===== config.mk =====
export PLATFORM = sky130hd
export DESIGN_NAME = registros_rf
export DESIGN_NICKNAME = d
export VERILOG_FILES = /design/src/rtl/registros_rf.sv
export SDC_FILE = /design/constraint.sdc
export NUM_CORES = 2
export LEC_CHECK = 0
export CORE_AREA = 3 3 461 463
export CTS_CLUSTER_DIAMETER = 80
export CTS_CLUSTER_SIZE = 12
export DETAILED_ROUTE_END_ITERATION = 7
export DIE_AREA = 0 0 464 466
export MAX_ROUTING_LAYER = met4
export SLEW_MARGIN = 20
export SYNTH_ARGS = -nofsm -noshare
export SYNTH_HDL_FRONTEND = slang
export SYNTH_SLANG_ARGS = --single-unit
export TNS_END_PERCENT = 30

===== constraint.sdc =====
create_clock -name clk -period 2.7 [get_ports clk]
set_input_delay 0.405 -clock clk [delete_from_list [all_inputs] [get_ports clk]]
set_output_delay 0.405 -clock clk [all_outputs]
set_load 0.03 [all_outputs]

===== src/rtl/registros_rf.sv =====
// Integer register file: 32 x DATA_W with two combinational read ports and one synchronous write port.
// Optional write-first forwarding to the read ports when REGISTROS_BYPASS_EN is defined.
module registros_rf #(
  parameter int unsigned DATA_W = 32,
  parameter int unsigned ADDR_W = 5
) (
  input  logic              clk,
  input  logic              rst,
  input  logic              RegW,
  input  logic [ADDR_W-1:0] A1,
  input  logic [ADDR_W-1:0] A2,
  input  logic [ADDR_W-1:0] A3,
  input  logic [DATA_W-1:0] write,
  output logic [DATA_W-1:0] R1,
  output logic [DATA_W-1:0] R2
);

  localparam int unsigned DEPTH = 1 << ADDR_W;

  logic [DATA_W-1:0] regs [DEPTH];

  // Reset has priority over a write on the same edge; x0 is never written.
  always_ff @(posedge clk) begin
    if (rst) begin
      regs <= '{default: '0};
    end else if (RegW && (A3 != '0)) begin
      regs[A3] <= write;
    end
  end

  always_comb begin
    R1 = (A1 == '0) ? '0 : regs[A1];
    R2 = (A2 == '0) ? '0 : regs[A2];
`ifdef REGISTROS_BYPASS_EN
    // A3 != 0 together with the address match already keeps x0 reading zero.
    if (!rst && RegW && (A3 != '0) && (A1 == A3)) R1 = write;
    if (!rst && RegW && (A3 != '0) && (A2 == A3)) R2 = write;
`endif
  end

endmodule


== Word-level counts from Yosys, hierarchy flattened ==
Cells that the tools add are included.

* Flip-flop bits (word level): 1024

* Bitwise gates (word level): 3
* Mux-type cells: 11
* Order comparisons: 4
* Reduce and logical (&&, ||, !) cells: 5

{| class="wikitable"
|+ Operator list
! cell !! count
|-
| $bwmux W1024 || 1
|-
| $bmux W32 S5 || 2
|-
| $mux W32 || 7
|-
| $demux W32 S5 || 1
|-
| $ge A6 B6 Y1 const B || 3
|-
| $not A5 Y6 || 3
|-
| $logic_not A5 Y1 || 2
|-
| $lt A6 B1 Y1 const B || 1
|-
| $reduce_bool A5 Y1 || 1
|-
| $logic_and A1 B1 Y1 || 2
|}

== Longest topological paths before layout ==
* Word-level depth: 6
* Mapped depth: 9
* Depth with buffers taken out: 4

== Worst setup path before layout ==
OpenSTA, ideal clock, no wires.

* Kind: input port to output port
* Start point: in A2[0]
* End point: out R2[15]
* Stages: 6
* Data required time: 2.295 ns
* Setup slack: -0.192 ns
* Data arrival time: 2.487 ns
* Cells stage by stage: buf_2 -> buf_2 -> clkbuf_1 -> clkbuf_1 -> a211oi_1 -> nor4_1

* Cells in the longest elaborated chain, start to end: 5

{| class="wikitable"
|+ Ends and longest elaborated chain
! what !! line !! text
|-
| from (decl) || 11 || <nowiki>input logic [ADDR_W-1:0] A2,</nowiki>
|-
| $not A5 Y6 (implied by the code) || 33 || <nowiki>R2 = (A2 == '0) ? '0 : regs[A2];</nowiki>
|-
| $bmux W32 S5 || 33 ||
|-
| $mux W32 (implied by the code) (2 in series) || 33 ||
|-
| $mux W32 * || 33 ||
|-
| to (decl) || 15 || <nowiki>output logic [DATA_W-1:0] R2</nowiki>
|}

Every way passes the cells marked *; elsewhere a longest branch is shown, timed or not. The select of a mux whose other input is x is not followed.

== Worst setup path in the final report ==
* Start point: reg regs[218] (netlist name)
* End point: out R2[26]

* Cells in the longest elaborated chain, start to end: 4

{| class="wikitable"
|+ Ends and longest elaborated chain
! what !! line !! text
|-
| from (decl) || 20 || <nowiki>logic [DATA_W-1:0] regs [DEPTH];</nowiki>
|-
| from (signal, indexed assignment) || 27 || <nowiki>regs[A3] <= write;</nowiki>
|-
| $bmux W32 S5 || 33 ||
|-
| $mux W32 (implied by the code) (2 in series) || 33 ||
|-
| $mux W32 || 33 ||
|}

Every way passes these cells. The select of a mux whose other input is x is not followed.

==> summary.md <==
| Metric | Value |
|---|---|
| I/O pin count | `114` |
| Cell internal pwr | `23,400 uW` |
| DRT Pass-1 Iters | `5` |
| Hold slack final | `171 ps` |
| CP max stage cell | `mux4_2` |
| Clk sinks | `1,024` |
| Via density | `5.53` |
| Top Registers | `regs: 1024 flops` |
| First-pass GRT wire length | `332,000 um` |
| Power share of the combinational group | `0.138` |
| Max Fclk | `331 MHz` |
| Endpoints failing hold | `0` |
| Reg with most FFs | `regs` |
| Row cnt | `168` |
| Status | `finished with violations` |
| Die X | `464 um` |
| Switch share | `0.274` |
| Fraction of layout cells with a size suffix above 1 | `0.253` |
| Global Route Usage Sum | `0.211` |
| Hpwl dp | `154,000 um` |
| Clock-pin slew on the worst setup and hold paths | `60 ps` |
| Vias in the first global route | `47,600` |
| Skew-Pair Late Insertion Delay | `700 ps` |
| Fin. max-slew vios | `0` |
| Number of nets in the layout | `6,243` |
| Remaining antenna violation count | `0` |
| R2R Path Start | `regs[967]` |
| Gr ovfl total | `0` |
| Nature of the critical path endpoint | `output port` |
| Post-synthesis sequential area ratio | `0.394` |
| 1st-iter DRT viols | `6,880` |
| CTS Hold Bufs | `0` |
| Core Area | `209,000 um^2` |
| Yosys cell types | `45` |
| TritonCTS clock tree | `built` |
| Hold_sp | `rst` |
| Worst path max stage delay | `610 ps` |
| Flop2flop setup slack | `1960 ps` |
| Post-route design area | `66,000 um^2` |
| Crit-path cells | `mux4_2, mux4_2, o22ai_4, nor3_4, buf_12` |
| Avg WL per Cell | `25.9 um` |
| Clock share of power | `0.387` |
| Flip-flop count of the largest register after layout | `1,024` |
| Lkg Pwr | `0.0219 uW` |
| Minimum clock period | `3020 ps` |
| Die Span Y | `466 um` |
| Post-place instance area | `60,600 um^2` |
| CTS root buf | `clkbuf_16` |
| Final Power | `32,200 uW` |
| Unrepaired setup endpoints after global routing | `true` |
| Ys Warns | `0` |
| Max Buffers Root-to-Sink | `3` |
| Placer Congestion | `0.995` |
| Cts bufs inserted | `96` |
| Final setup fails | `63` |
| Cell Area, Synth | `52,100 um^2` |
| Fillers | `21,200` |
| Worst EP arrival | `2620 ps` |
| Worst reg-to-reg path cell count | `2` |
| Leading cell types by count after synthesis | `nand2_1 (2,029), a21oi_1 (1,032), dfxtp_1 (1,024)` |
| WHS Path Cells | `2` |
| H-tree levels | `3` |
| Post-synth EDFFs | `0` |
| Worst slack at placement | `-1150 ps` |
| Initial Utilization | `0.249` |
| Dominant synthesized flop cell | `dfxtp_1` |
| Seq pwr share | `0.475` |
| Asr flop ratio synth | `0` |
| Hold Crit Class | `in -> reg` |
| Top cell type by total area after synthesis | `dfxtp_1` |
| Initial antenna violation count | `5` |
| Layout area overhead | `26.8%` |
| Fin util | `0.316` |
| WHS Endpoint | `regs[107]` |
| Setup ws final | `-322 ps` |
| Max_slew headroom | `0.438` |
| Total length of routed wires | `233,000 um` |
| Sw Pwr | `8820 uW` |
| Flops & latches, synth | `1,024` |
| Kind of critical path | `reg -> out` |
| Crit path top cell by count | `mux4_2` |
| Critical path fanouts, max | `3` |
| Drt drc | `0` |
| Max Cap Viol | `0` |
| Die Area | `216,000 um^2` |
| Final Skew | `0 ps` |
| IO buf count | `113` |
| Failing checks | `negative setup slack` |
| Final Cycle Share | `1.12` |
| Top-count cell post-synth | `nand2_1` |
| Worst R2R End | `regs[967]` |
| Pwr Density | `488 nW/um^2` |
| CP Launch Type | `flop` |
| Mapped Cells | `5,984` |
| Worst slew pin tran | `837 ps` |
| Area share of the largest cell type after synthesis | `0.394` |
| Peak supply drop | `0.514 mV` |
| Largest net degree at the start of global routing | `116` |
| Vias | `49,800` |
| Syn nets | `6,034` |
| Synth top area cells | `dfxtp_1 (39%), mux4_2 (15%), nand2_1 (15%), a21oi_1 (9.9%), mux2i_1 (6.3%)` |
| Syn_area_per_cell | `8.70 um^2` |
| Worst Path Required | `2300 ps` |
-- routing by layer --
| metal | GRT usage | up-vias | routed length, um |
|---|---|---|---|
| li1 | - | 21300 | - |
| met1 | 0.248 | 24200 | 84000 |
| met2 | 0.322 | 3438 | 104000 |
| met3 | 0.0415 | 940 | 24800 |
| met4 | 0.153 | 0 | 19900 |
| met5 | - | - | 0 |
-- through the flow --
stage                     cells  setup TNS [ps]
after CTS                  8977          -12810
after global placement     8845          -35210
after detailed placement   8845          -35770
after floorplan            5984           -1970
after global routing       9011          -13060
final                      9012          -10700
-- layout by cell type, fill, tap and decap left out, types with 7 or more instances in the layout --
master,netlist,routed
buf_8,8,8
o22ai_1,45,27
mux2i_1,328,326
buf_16,0,15
a211oi_1,58,12
o22ai_2,0,9
o22ai_4,0,9
a22o_1,55,48
dfxtp_1,1024,925
a211oi_4,0,11
nor3_2,0,15
nand2_2,0,26
nor2_4,0,20
nor2b_4,0,13
o221ai_1,26,26
mux4_2,357,363
buf_4,32,432
nor3_4,0,20
nor4_4,0,11
buf_6,36,45
clkbuf_16,0,101
a211oi_2,0,35
nor3_1,42,7
a21oi_1,1032,1027
mux2_2,26,24
nand2_1,2029,2002
dfxtp_2,0,99
a22oi_1,100,95
a2111oi_2,22,8
and2_2,0,8
a31oi_1,16,7
buf_12,0,190
nor2b_1,74,61
a2111oi_4,0,22
clkdlybuf4s50_1,0,38
-- timing repair --
item / CTS / global route
gates cloned: 5 / 5
pin swaps: 101 / 45
endpoints found under the hold margin: 0 / 0
endpoints found under the setup margin: 64 / 64
buffers inserted: 42 / 38
resized for setup: 344 / 130
-- kinds of logic after synthesis --
family	Yosys count	share of synthesized area
and+or+nand+nor	2242	0.171
AOI/OAI and AO/OA	1371	0.152
DFF	1024	0.394
muxes	717	0.226
buffers and inverters	630	0.0567
-- worst max-delay path, delay by kind of cell (launching register included) --
family	cells	cell delay (ps)
DFF	1	330
and+or+nand+nor	1	120
buffers and inverters	1	160
muxes	2	1080
AOI/OAI and AO/OA	1	220
-- how the worst max path moves through the flow --
stage,startpoint,end,slack [ps],cells after the start
after floorplan,A2[0],R2[29],-190,6
after global placement,A1[3],R1[31],-1180,9
after detailed placement,A1[3],R1[31],-1150,9
after CTS,regs[26],R2[26],-370,6
after global routing,regs[666],R1[26],-360,7
final,regs[218],R2[26],-320,5
-- power by group through the flow --
| stage | combinational, uW | sequential [uW] | clock [uW] |
|---|---|---|---|
| global route | 4580 | 15300 | 13100 |
| floorplan | 1990 | 15600 | 0 |
| detailed placement | 3970 | 15600 | 0 |
| CTS | 4260 | 15300 | 12600 |
| finish | 4460 | 15300 | 12500 |
| global placement | 3940 | 15600 | 0 |
-- area by class of cell --
| cell class | count | area [um^2] | area share |
|---|---|---|---|
| multi-input cells | 4330 | 30600 | 0.464 |
| clock inverters | 10 | 130 | 0.00197 |
| diodes | 6 | 15.0 | 0.000227 |
| inverters | 1 | 3.75 | 0.0000568 |
| repair buffers | 740 | 8750 | 0.132 |
| well taps | 2805 | 3510 | 0.0531 |
| clock buffers | 96 | 2400 | 0.0364 |
| flip-flops and latches | 1024 | 20600 | 0.312 |
No activity file was read; power rests on OpenSTA's default activity.
